File: config.mk
export PLATFORM = sky130hd
export DESIGN_NAME = control_unit
export DESIGN_NICKNAME = d
export VERILOG_FILES = /design/src/rtl/control_unit.sv
export SDC_FILE = /design/constraint.sdc
export NUM_CORES = 1
export LEC_CHECK = 0
export ABC_AREA = 1
export ABC_CLOCK_PERIOD_IN_PS = 3900
export CAP_MARGIN = 15
export CORE_UTILIZATION = 36
export DETAILED_ROUTE_END_ITERATION = 8
export PLACE_DENSITY_LB_ADDON = 0.15
export RECOVER_POWER = 100
export SLEW_MARGIN = 20
export SYNTH_ARGS = -nofsm -noshare
export SYNTH_HDL_FRONTEND = slang
export SYNTH_SLANG_ARGS = --single-unit
File: constraint.sdc
create_clock -name clock -period 3.9 [get_ports clock]
set_clock_uncertainty 0.05 [all_clocks]
set_input_delay 0.39 -clock clock [delete_from_list [all_inputs] [get_ports clock]]
set_output_delay 0.39 -clock clock [all_outputs]
set_load 0.02 [all_outputs]
File: src/rtl/control_unit.sv
// control_unit: hardwired Moore sequencer driving fetch/execute strobes for the single-bus datapath
module control_unit #(
    parameter int BITS = 32
) (
    input  logic            clock,
    input  logic            reset,
    input  logic            stop,
    input  logic [BITS-1:0] IR,
    input  logic            con_ff,
    output logic            PCout,
    output logic            Zlowout,
    output logic            MDRout,
    output logic            Cout,
    output logic            PCin,
    output logic            IRin,
    output logic            MARin,
    output logic            MDRin,
    output logic            Yin,
    output logic            Zin,
    output logic            CONin,
    output logic            IncPC,
    output logic            Read,
    output logic            Write,
    output logic            Gra,
    output logic            Grb,
    output logic            Grc,
    output logic            Rin,
    output logic            Rout,
    output logic            BAout,
    output logic [4:0]      alu_op,
    output logic            run
);
    typedef enum logic [3:0] {
        S_RST, S_T0, S_T1, S_T2, S_T3, S_T4, S_T5, S_T6, S_T7, S_PAUSE, S_HALT
    } state_t;

    localparam logic [4:0] OP_LD   = 5'b00000;
    localparam logic [4:0] OP_LDI  = 5'b00001;
    localparam logic [4:0] OP_ST   = 5'b00010;
    localparam logic [4:0] OP_ADD  = 5'b00011;
    localparam logic [4:0] OP_AND  = 5'b01001;
    localparam logic [4:0] OP_OR   = 5'b01010;
    localparam logic [4:0] OP_ADDI = 5'b01011;
    localparam logic [4:0] OP_ANDI = 5'b01100;
    localparam logic [4:0] OP_BR   = 5'b10010;
    localparam logic [4:0] OP_JR   = 5'b10011;
    localparam logic [4:0] OP_HALT = 5'b11010;

    state_t     r_state;
    state_t     w_next;
    logic [4:0] w_op;
    logic [4:0] w_imm_alu;
    logic       w_rfmt, w_imm, w_ld, w_ldi, w_st, w_ldx, w_br, w_jr, w_halt, w_last;
    logic       w_unused;

    assign w_op      = IR[BITS-1 -: 5];
    assign w_unused  = ^IR[BITS-6:0];
    assign w_rfmt    = (w_op >= OP_ADD) && (w_op <= OP_OR);
    assign w_imm     = (w_op >= OP_ADDI) && (w_op <= 5'b01101);
    assign w_imm_alu = (w_op == OP_ADDI) ? OP_ADD : (w_op == OP_ANDI) ? OP_AND : OP_OR;
    assign w_ld      = w_op == OP_LD;
    assign w_ldi     = w_op == OP_LDI;
    assign w_st      = w_op == OP_ST;
    assign w_ldx     = w_ld || w_ldi || w_st;
    assign w_br      = w_op == OP_BR;
    assign w_jr      = w_op == OP_JR;
    assign w_halt    = w_op == OP_HALT;
    // last execute step of the current opcode, where the instruction returns to fetch (or PAUSE)
    assign w_last    = (r_state == S_T3 && !(w_rfmt || w_imm || w_ldx || w_br))
                    || (r_state == S_T5 && (w_rfmt || w_imm || w_ldi))
                    || (r_state == S_T6 && w_br)
                    || (r_state == S_T7);

    // state register; reset overrides every other transition
    always_ff @(posedge clock) begin
        r_state <= reset ? S_RST : w_next;
    end

    // next-state: linear T-step progression, stop honoured only at instruction boundaries
    always_comb begin
        w_next = state_t'(r_state + 4'd1);
        case (r_state)
            S_RST:   w_next = S_T0;
            S_PAUSE: w_next = stop ? S_PAUSE : S_T0;
            S_HALT:  w_next = S_HALT;
            default: begin
                if (r_state == S_T3 && w_halt) w_next = S_HALT;
                else if (w_last)               w_next = stop ? S_PAUSE : S_T0;
            end
        endcase
    end

    // Moore strobe decode from the state and the opcode held in IR
    always_comb begin
        {PCout, Zlowout, MDRout, Cout, PCin, IRin, MARin, MDRin, Yin, Zin, CONin, IncPC} = '0;
        {Read, Write, Gra, Grb, Grc, Rin, Rout, BAout} = '0;
        alu_op = '0;
        run    = !(r_state inside {S_RST, S_PAUSE, S_HALT});
        case (r_state)
            S_T0: {PCout, MARin, IncPC, Zin} = '1;
            S_T1: {Zlowout, PCin, Read, MDRin} = '1;
            S_T2: {MDRout, IRin} = '1;
            S_T3: begin
                if (w_rfmt || w_imm) {Grb, Rout, Yin} = '1;
                else if (w_ldx)      {Grb, BAout, Yin} = '1;
                else if (w_br)       {Gra, Rout, CONin} = '1;
                else if (w_jr)       {Gra, Rout, PCin} = '1;
            end
            S_T4: begin
                if (w_rfmt)     {Grc, Rout, Zin} = '1;
                else if (w_imm || w_ldx) {Cout, Zin} = '1;
                else if (w_br)  {PCout, Yin} = '1;
                alu_op = w_rfmt ? w_op : w_imm ? w_imm_alu : w_ldx ? OP_ADD : 5'd0;
            end
            S_T5: begin
                if (w_rfmt || w_imm || w_ldi) {Zlowout, Gra, Rin} = '1;
                else if (w_ld || w_st)        {Zlowout, MARin} = '1;
                else if (w_br)                {Cout, Zin} = '1;
                alu_op = w_br ? OP_ADD : 5'd0;
            end
            S_T6: begin
                if (w_ld)      {Read, MDRin} = '1;
                else if (w_st) {Gra, Rout, MDRin} = '1;
                else if (w_br) {Zlowout, PCin} = {2{con_ff}};
            end
            S_T7: begin
                if (w_ld)      {MDRout, Gra, Rin} = '1;
                else if (w_st) Write = 1'b1;
            end
            default: ;
        endcase
    end
endmodule

After elaboration in Yosys (flattened, before gate mapping):

Cells that the tools add are included.

* register bits after elaboration: 4
* input bits: 36
* word-level logic and storage cells: 109

* add/subtract/negate cells: 1
* magnitude comparators: 4
* eq/ne operators: 17
* multiplexer cells: 64
* reduce and logical (&&, ||, !) cells: 22

Operator list (number)
* 2-to-1 mux 1 bit: 40
* 2-to-1 mux 4 bit: 5
* == test 4 x 3 -> 1 bit (second input constant): 4
* one-hot mux 1 bit (2 select lines): 8
* == test 5 bit (second input constant): 3
* == test 4 bit (second input constant): 3
* one-hot mux 1 bit (3 select lines): 4
* one-hot mux 4 bit (3 select lines): 1
* logical OR 1 bit: 11
* == test 5 x 4 -> 1 bit (second input constant): 2
* less-or-equal comparator 5 x 4 -> 1 bit (second input constant): 2
* one-hot mux 5 bit (2 select lines): 1
* == test 4 x 2 -> 1 bit (second input constant): 2
* logical AND 1 bit: 6
* 2-to-1 mux 2 bit: 3
* == test 5 x 1 -> 1 bit (second input constant): 1
* == test 5 x 2 -> 1 bit (second input constant): 1
* greater-or-equal comparator 5 x 2 -> 1 bit (second input constant): 1
* greater-or-equal comparator 5 x 4 -> 1 bit (second input constant): 1
* logical NOT 5 bit: 1
* 2-to-1 mux 5 bit: 1
* adder 4 x 1 -> 4 bit (second input constant): 1
* == test 4 x 1 -> 1 bit (second input constant): 1
* logical NOT 4 bit: 1
* other kinds (3): 4

Longest topological paths before layout:

Gate-level depths: netlist of run 1.

* depth after elaboration: 13
* depth in mapped cells: 13
* gate-level depth less buffers: 13

Worst setup path after synthesis of run 1:

No wires, ideal clock.

* path kind: register -> output
* start: register r_state[0]
* end: output alu_op[1]
* arrival: 1614 ps
* required time: 3460 ps
* setup slack: 1846 ps
* cell stages (with the launch flop): 8
* path buffers: 0
* cell sequence: dfxtp_1 -> ha_1 -> inv_1 -> nor2_1 -> inv_1 -> nor2_2 -> inv_1 -> o221ai_1

* word-level cells in the longest chain between the ends: 2
* elaborated cells on any way between the ends: 3
* classes of those cells: 2 x eq/ne; 1 x mux

RTL lines
* from (decl): RTL line 49 `state_t r_state;`
* from (signal assigned): RTL line 76 `r_state <= reset ? S_RST : w_next;`
* == test 4 x 3 -> 1 bit: RTL line 99 `case (r_state)`
* one-hot mux 5 bit (2 select lines) *: RTL line 99
* to (decl): RTL line 30 `output logic [4:0] alu_op,`

Every way passes the cells marked *; elsewhere a longest branch is shown, timed or not.

Worst setup path after layout of run 1:

* start: input IR[28]
* end: output Gra

* word-level cells in the longest chain between the ends: 6
* elaborated cells on any way between the ends: 24
* classes of those cells: 4 x order compare; 4 x eq/ne; 9 x mux; 7 x reduce/logical

RTL lines
* from (decl): RTL line 8 `input logic [BITS-1:0] IR,`
* greater-or-equal comparator 5 x 2 -> 1 bit (tied with other cells): RTL line 58 `assign w_rfmt = (w_op >= OP_ADD) && (w_op <= OP_OR);`
* logical AND 1 bit (tied with other cells): RTL line 58
* logical OR 1 bit (tied with other cells): RTL line 104, 116
* logical OR 1 bit or 2-to-1 mux 1 bit (tied branches): RTL line 116, 105
* 2-to-1 mux 1 bit (on tied branches): RTL line 116, 104
* one-hot mux 1 bit (4 select lines) *: RTL line 99
* to (decl): RTL line 24 `output logic Gra,`

Marked as above.

==> flow_summary.json, run 1 <==
{
  "postCtsSetupRepairBufs": 0,
  "clockRootBuffer": "clkbuf_4",
  "largest_reg_flops": 4,
  "routed_wl_um": 2240,
  "postSynthAreaPerCell_um2": 5.82,
  "period_share_pct": 78.8,
  "cts-buffers-inserted": 3,
  "start_util_pct": 39.6,
  "dpl.hpwl_um": 1930,
  "maxSlewViolCount": 0,
  "yosys.area.top_type": "inv_1",
  "crit_path_start_kind": "input port",
  "drtIter0Drc": 14,
  "max-cap-violations": 0,
  "drt.antenna.violating_nets": 0,
  "worstSkewPairLatency_ns": 0.23,
  "setup_ws_ns": 0.827,
  "synth-main-ff-cell": "dfxtp_1",
  "area_growth_pct": 45.6,
  "dr_wl_met2_um": 1140,
  "grt_pass1_wl_um": 3800,
  "yosys.area.top_type_share_pct": 11.6,
  "antenna_found_initial": 0,
  "min_period_ns": 3.07,
  "cp-end-kind": "output pin",
  "wire_per_inst_um": 11.1,
  "powerDensity_nw_per_um2": 193,
  "place.port_buffers": 33,
  "dr_wl_met3_um": 92,
  "synthArstFlopShare_pct": 0,
  "crit_path_max_fanout": 7,
  "grt.overflow.total": 0,
  "ys_warn_count": 0,
  "rsz0062_at_grt": "false",
  "syn_inst": 139,
  "hold_depth": 3,
  "yosysUniqueCellTypes": 28,
  "cts_tree": "built",
  "ys_seq_elements": 4,
  "pre_cts_ws_ns": 0.954,
  "reg2reg_from": "r_state[0]",
  "synth_edf_count": 0,
  "holdBufCountCts": 0,
  "setup_violations": 0,
  "via_count": 1017,
  "max_flop_register": "r_state",
  "dieArea_um2": 2440,
  "worst-r2r-cell-count": 13,
  "dieWidth_um": 49.4,
  "nNetsFinal": 216,
  "status": "finished clean",
  "num_rows": 16,
  "hp-class": "reg -> reg",
  "fmax_mhz": 325,
  "synth-seq-area-share_pct": 9.89,
  "tns_ns": 0,
  "coreArea_um2": 2040,
  "maxUsedRoutingLayer": "met3",
  "r2r_end": "r_state[1]",
  "p_leak_nw": 0.604,
  "grt_pass1_vias": 923,
  "diodes": 0,
  "grt_max_degree": 8,
  "synth_fp_nets": 179,
  "crit_type": "in -> out",
  "cts_num_sinks": 4,
  "wl_met1_um": 1010,
  "peakVddDrop_v": 0.000216,
  "drc": 0,
  "ys_top_cells_by_area": "inv_1 (12%), nand2_1 (11%), dfxtp_1 (9.9%), nand3_1 (8.0%), nor2_1 (7.9%)",
  "worstPathArrival_ns": 2.63,
  "drive_gt1_share_pct": 13.8,
  "r2r_slack_ns": 2.23,
  "grt_usage_pct": 19.3,
  "htree_levels": 1,
  "boundaryPins": 62,
  "die_h_um": 49.4,
  "cts.reportedPaths.clkPinSlew_ns": 0.03,
  "vias_per_cell": 5.06,
  "yosysMostFrequentCell": "inv_1",
  "synth_commonest_cells": "inv_1 (25), nand2_1 (23), nor2_1 (17), nand3_1 (13)",
  "dr.pass1.iters": 4,
  "top_regs": "r_state (4)",
  "globalplace.congestion": 0.858,
  "syn_area_um2": 810,
  "crit_end": "Gra",
  "cts.repair.resized": 0,
  "cp.required_ns": 3.46,
  "cts.path.max_buffers": 2,
  "finalHoldViolCount": 0,
  "crit_path_start": "IR[28]"
}
==> final cells by class <==
| type | count | area [um2] |
|---|---|---|
| fill | 226 | 863 |
| multi-input combinational | 105 | 603 |
| timing repair buffer | 33 | 330 |
| inverter | 29 | 109 |
| sequential | 4 | 80.1 |
| tap | 27 | 33.8 |
| clock buffer | 3 | 22.5 |
==> how the worst min path moves through the flow <==
stage / from / end / slack, ns
floorplan: reset / r_state[1] / 0.40
global placement: r_state[0] / r_state[0] / 0.57
detailed placement: r_state[0] / r_state[0] / 0.60
CTS: r_state[0] / r_state[0] / 0.60
global route: r_state[0] / r_state[0] / 0.67
finish: r_state[0] / r_state[0] / 0.59
==> where the power goes <==
group | total [mW] | switching (mW) | internal, mW
clock | 0.0497 | 0.0153 | 0.0343
combinational | 0.128 | 0.0784 | 0.0498
sequential | 0.0496 | 0.00489 | 0.0447
total | 0.227 | 0.0986 | 0.129
==> worst max-delay path, stage by stage <==
cell and delay [ns]:
dlygate4sd3_1 0.66, inv_2 0.15, nor2_4 0.05, nand3_2 0.10, inv_1 0.10, a211oi_1 0.38
nand3_1 0.13, dlygate4sd3_1 0.68
==> placed cells by master, fill, tap and decap left out, types with 2 or more instances in the layout <==
master / instances
inv_1: 25
dlygate4sd3_1: 26
o211ai_1: 2
dfxtp_1: 4
inv_2: 4
nor3_1: 4
nand4_1: 3
nand2_4: 2
nand2_1: 25
ha_1: 4
a21oi_1: 3
o221ai_1: 2
nor4_1: 2
clkdlybuf4s50_1: 7
nor2_1: 17
nand2_2: 5
nor2_4: 2
nand3_1: 14
clkbuf_4: 3
o21ai_0: 7
nor2_2: 4
==> metrics by stage <==
stage / hold slack (ns) / area, um2 / utilization [%] / total power, mW / cells
floorplan: 0.402 / 810 / - / 0.129 / 139
global placement: 0.574 / 1170 / 57.1 / 0.185 / 198
detailed placement: 0.596 / 1170 / 57.1 / 0.187 / 198
CTS: 0.603 / 1190 / 58.2 / 0.239 / 201
global route: 0.668 / 1180 / 57.7 / 0.245 / 201
finish: 0.591 / 1180 / 57.7 / 0.227 / 201
==> per-layer routing <==
metal / global-route usage, % / vias up
li1: - / 521
met1: 22.2 / 465
met2: 35.8 / 31
met3: 3.43 / 0
met4: 5.71 / 0
met5: 0 / -
==> cells by family after synthesis <==
group / Yosys count / share of synthesized area, %
flip-flops: 4 / 9.89
adder cells (fa/ha/maj): 4 / 6.18
AND/OR/NAND/NOR: 82 / 55.0
buffers and inverters: 30 / 14.4
other: 1 / 0.463
XOR/XNOR: 1 / 1.08
AO/OA/AOI/OAI: 17 / 13.0
Note: power is estimated with default switching activity, not from simulation.
==> run 2: changes to the inputs <==
Settings changed: ABC_CLOCK_PERIOD_IN_PS 3900 to 3100, CORE_UTILIZATION 36 to 34.
Clock period 3.9 ns to 3.1 ns, I/O delays scaled along.
==> flow_summary.json, run 2 (synthesized netlist as in run 1, its figures left out) <==
{
  "dpl.hpwl_um": 2030,
  "grt_pass1_vias": 927,
  "cts-buffers-inserted": 3,
  "wire_per_inst_um": 12.0,
  "cts.repair.resized": 0,
  "total_power_mw": 0.290,
  "final_cell_mix": "inv_1 (26), nand2_1 (23), dlygate4sd3_1 (19)",
  "grtUsageMet3_pct": 4.24,
  "boundaryPins": 62,
  "worstPathArrival_ns": 2.62,
  "cts.reportedPaths.clkPinSlew_ns": 0.03,
  "grt_max_degree": 8,
  "cp-end-kind": "output pin",
  "worstSkewPairLatency_ns": 0.23,
  "largest_reg_flops": 4,
  "r2r_slack_ns": 1.45,
  "start_util_pct": 36.2,
  "r2r_end": "r_state[1]",
  "status": "finished clean",
  "vias_per_cell": 5.11,
  "drc": 0,
  "fmax_mhz": 336,
  "powerDensity_nw_per_um2": 245,
  "drt.antenna.violating_nets": 0,
  "die_h_um": 50.8,
  "rsz0062_at_grt": "false",
  "grt.met2_usage_pct": 36.2,
  "layout_commonest_cell": "inv_1",
  "area_growth_pct": 46.1,
  "coreArea_um2": 2230,
  "holdWs_ns": 0.580,
  "htree_levels": 1,
  "postCtsSetupRepairBufs": 0,
  "grt_util_met1_pct": 23.0,
  "max_flop_register": "r_state",
  "top_regs": "r_state (4)",
  "nNetsFinal": 216,
  "worst-r2r-cell-count": 13,
  "routed_wl_um": 2420,
  "diodes": 0,
  "place.port_buffers": 33,
  "cts.path.max_buffers": 2,
  "drtIter0Drc": 37,
  "period_share_pct": 96.0,
  "reg2reg_from": "r_state[0]",
  "cp.required_ns": 2.74,
  "globalplace.congestion": 0.846,
  "hold_depth": 3,
  "clockRootBuffer": "clkbuf_4",
  "grt.overflow.total": 0,
  "dr.pass1.iters": 4,
  "dieWidth_um": 50.8,
  "via_count": 1032,
  "tns_ns": 0,
  "gr-max-usage-layer": "met2",
  "peakVddDrop_v": 0.000382,
  "num_rows": 17,
  "setup_violations": 0,
  "holdBufCountCts": 0,
  "min_period_ns": 2.98,
  "maxSlewViolCount": 0,
  "crit_path_start": "IR[28]",
  "drive_gt1_share_pct": 14.4,
  "grt_pass1_wl_um": 3880,
  "crit_path_max_fanout": 7,
  "grt_usage_pct": 19.4,
  "p_leak_nw": 0.586,
  "finalHoldViolCount": 0,
  "cts_num_sinks": 4,
  "crit_path_start_kind": "input port",
  "antenna_found_initial": 0,
  "dieArea_um2": 2580,
  "max-cap-violations": 0,
  "cts_tree": "built",
  "hp-class": "reg -> reg",
  "crit_type": "in -> out",
  "crit_end": "Rout",
  "final_util_pct": 52.9
}
[run 2: worst max-delay path, stage by stage]
cell           delay [ns]
dlygate4sd3_1        0.66
inv_1                0.19
nor2_1               0.10
nand3_2              0.11
inv_1                0.09
a211oi_1             0.35
nand3_1              0.11
dlygate4sd3_1        0.68
[run 2: power by group]
part           leakage [nW]  total [mW]  internal [mW]  switching [mW]
clock network        0.0138      0.0632         0.0432          0.0200
registers            0.0327      0.0624         0.0562         0.00616
logic                 0.540       0.164         0.0641           0.100
total                 0.586       0.290          0.163           0.126
[run 2: per-stage QoR]
stage / setup WS [ns] / instances / area, um2
after CTS: 0.265 / 202 / 1190
after global routing: 0.0236 / 202 / 1180
after detailed placement: 0.277 / 199 / 1170
after global placement: 0.315 / 199 / 1170
after floorplan: 1.13 / 139 / 810
final: 0.124 / 202 / 1180
[run 2: layout make-up]
cell class / instances / area, um2
clock buffers: 3 / 22.5
fillers: 225 / 1050
inverters: 29 / 109
multi-input cells: 105 / 606
flip-flops and latches: 4 / 80.1
well taps: 28 / 35.0
repair buffers: 33 / 330
[run 2: worst min-delay path by stage]
stage	start	endpoint	slack [ns]
global route	r_state[0]	r_state[0]	0.65
CTS	r_state[0]	r_state[0]	0.59
finish	r_state[0]	r_state[0]	0.58
detailed placement	r_state[0]	r_state[0]	0.58
global placement	r_state[0]	r_state[0]	0.58
floorplan	reset	r_state[1]	0.32
[run 2: routing by layer]
metal	vias to the layer above	part of all wire, %
li1	517	-
met1	476	43
met2	39	51
met3	0	5.7
met4	0	0
met5	-	0
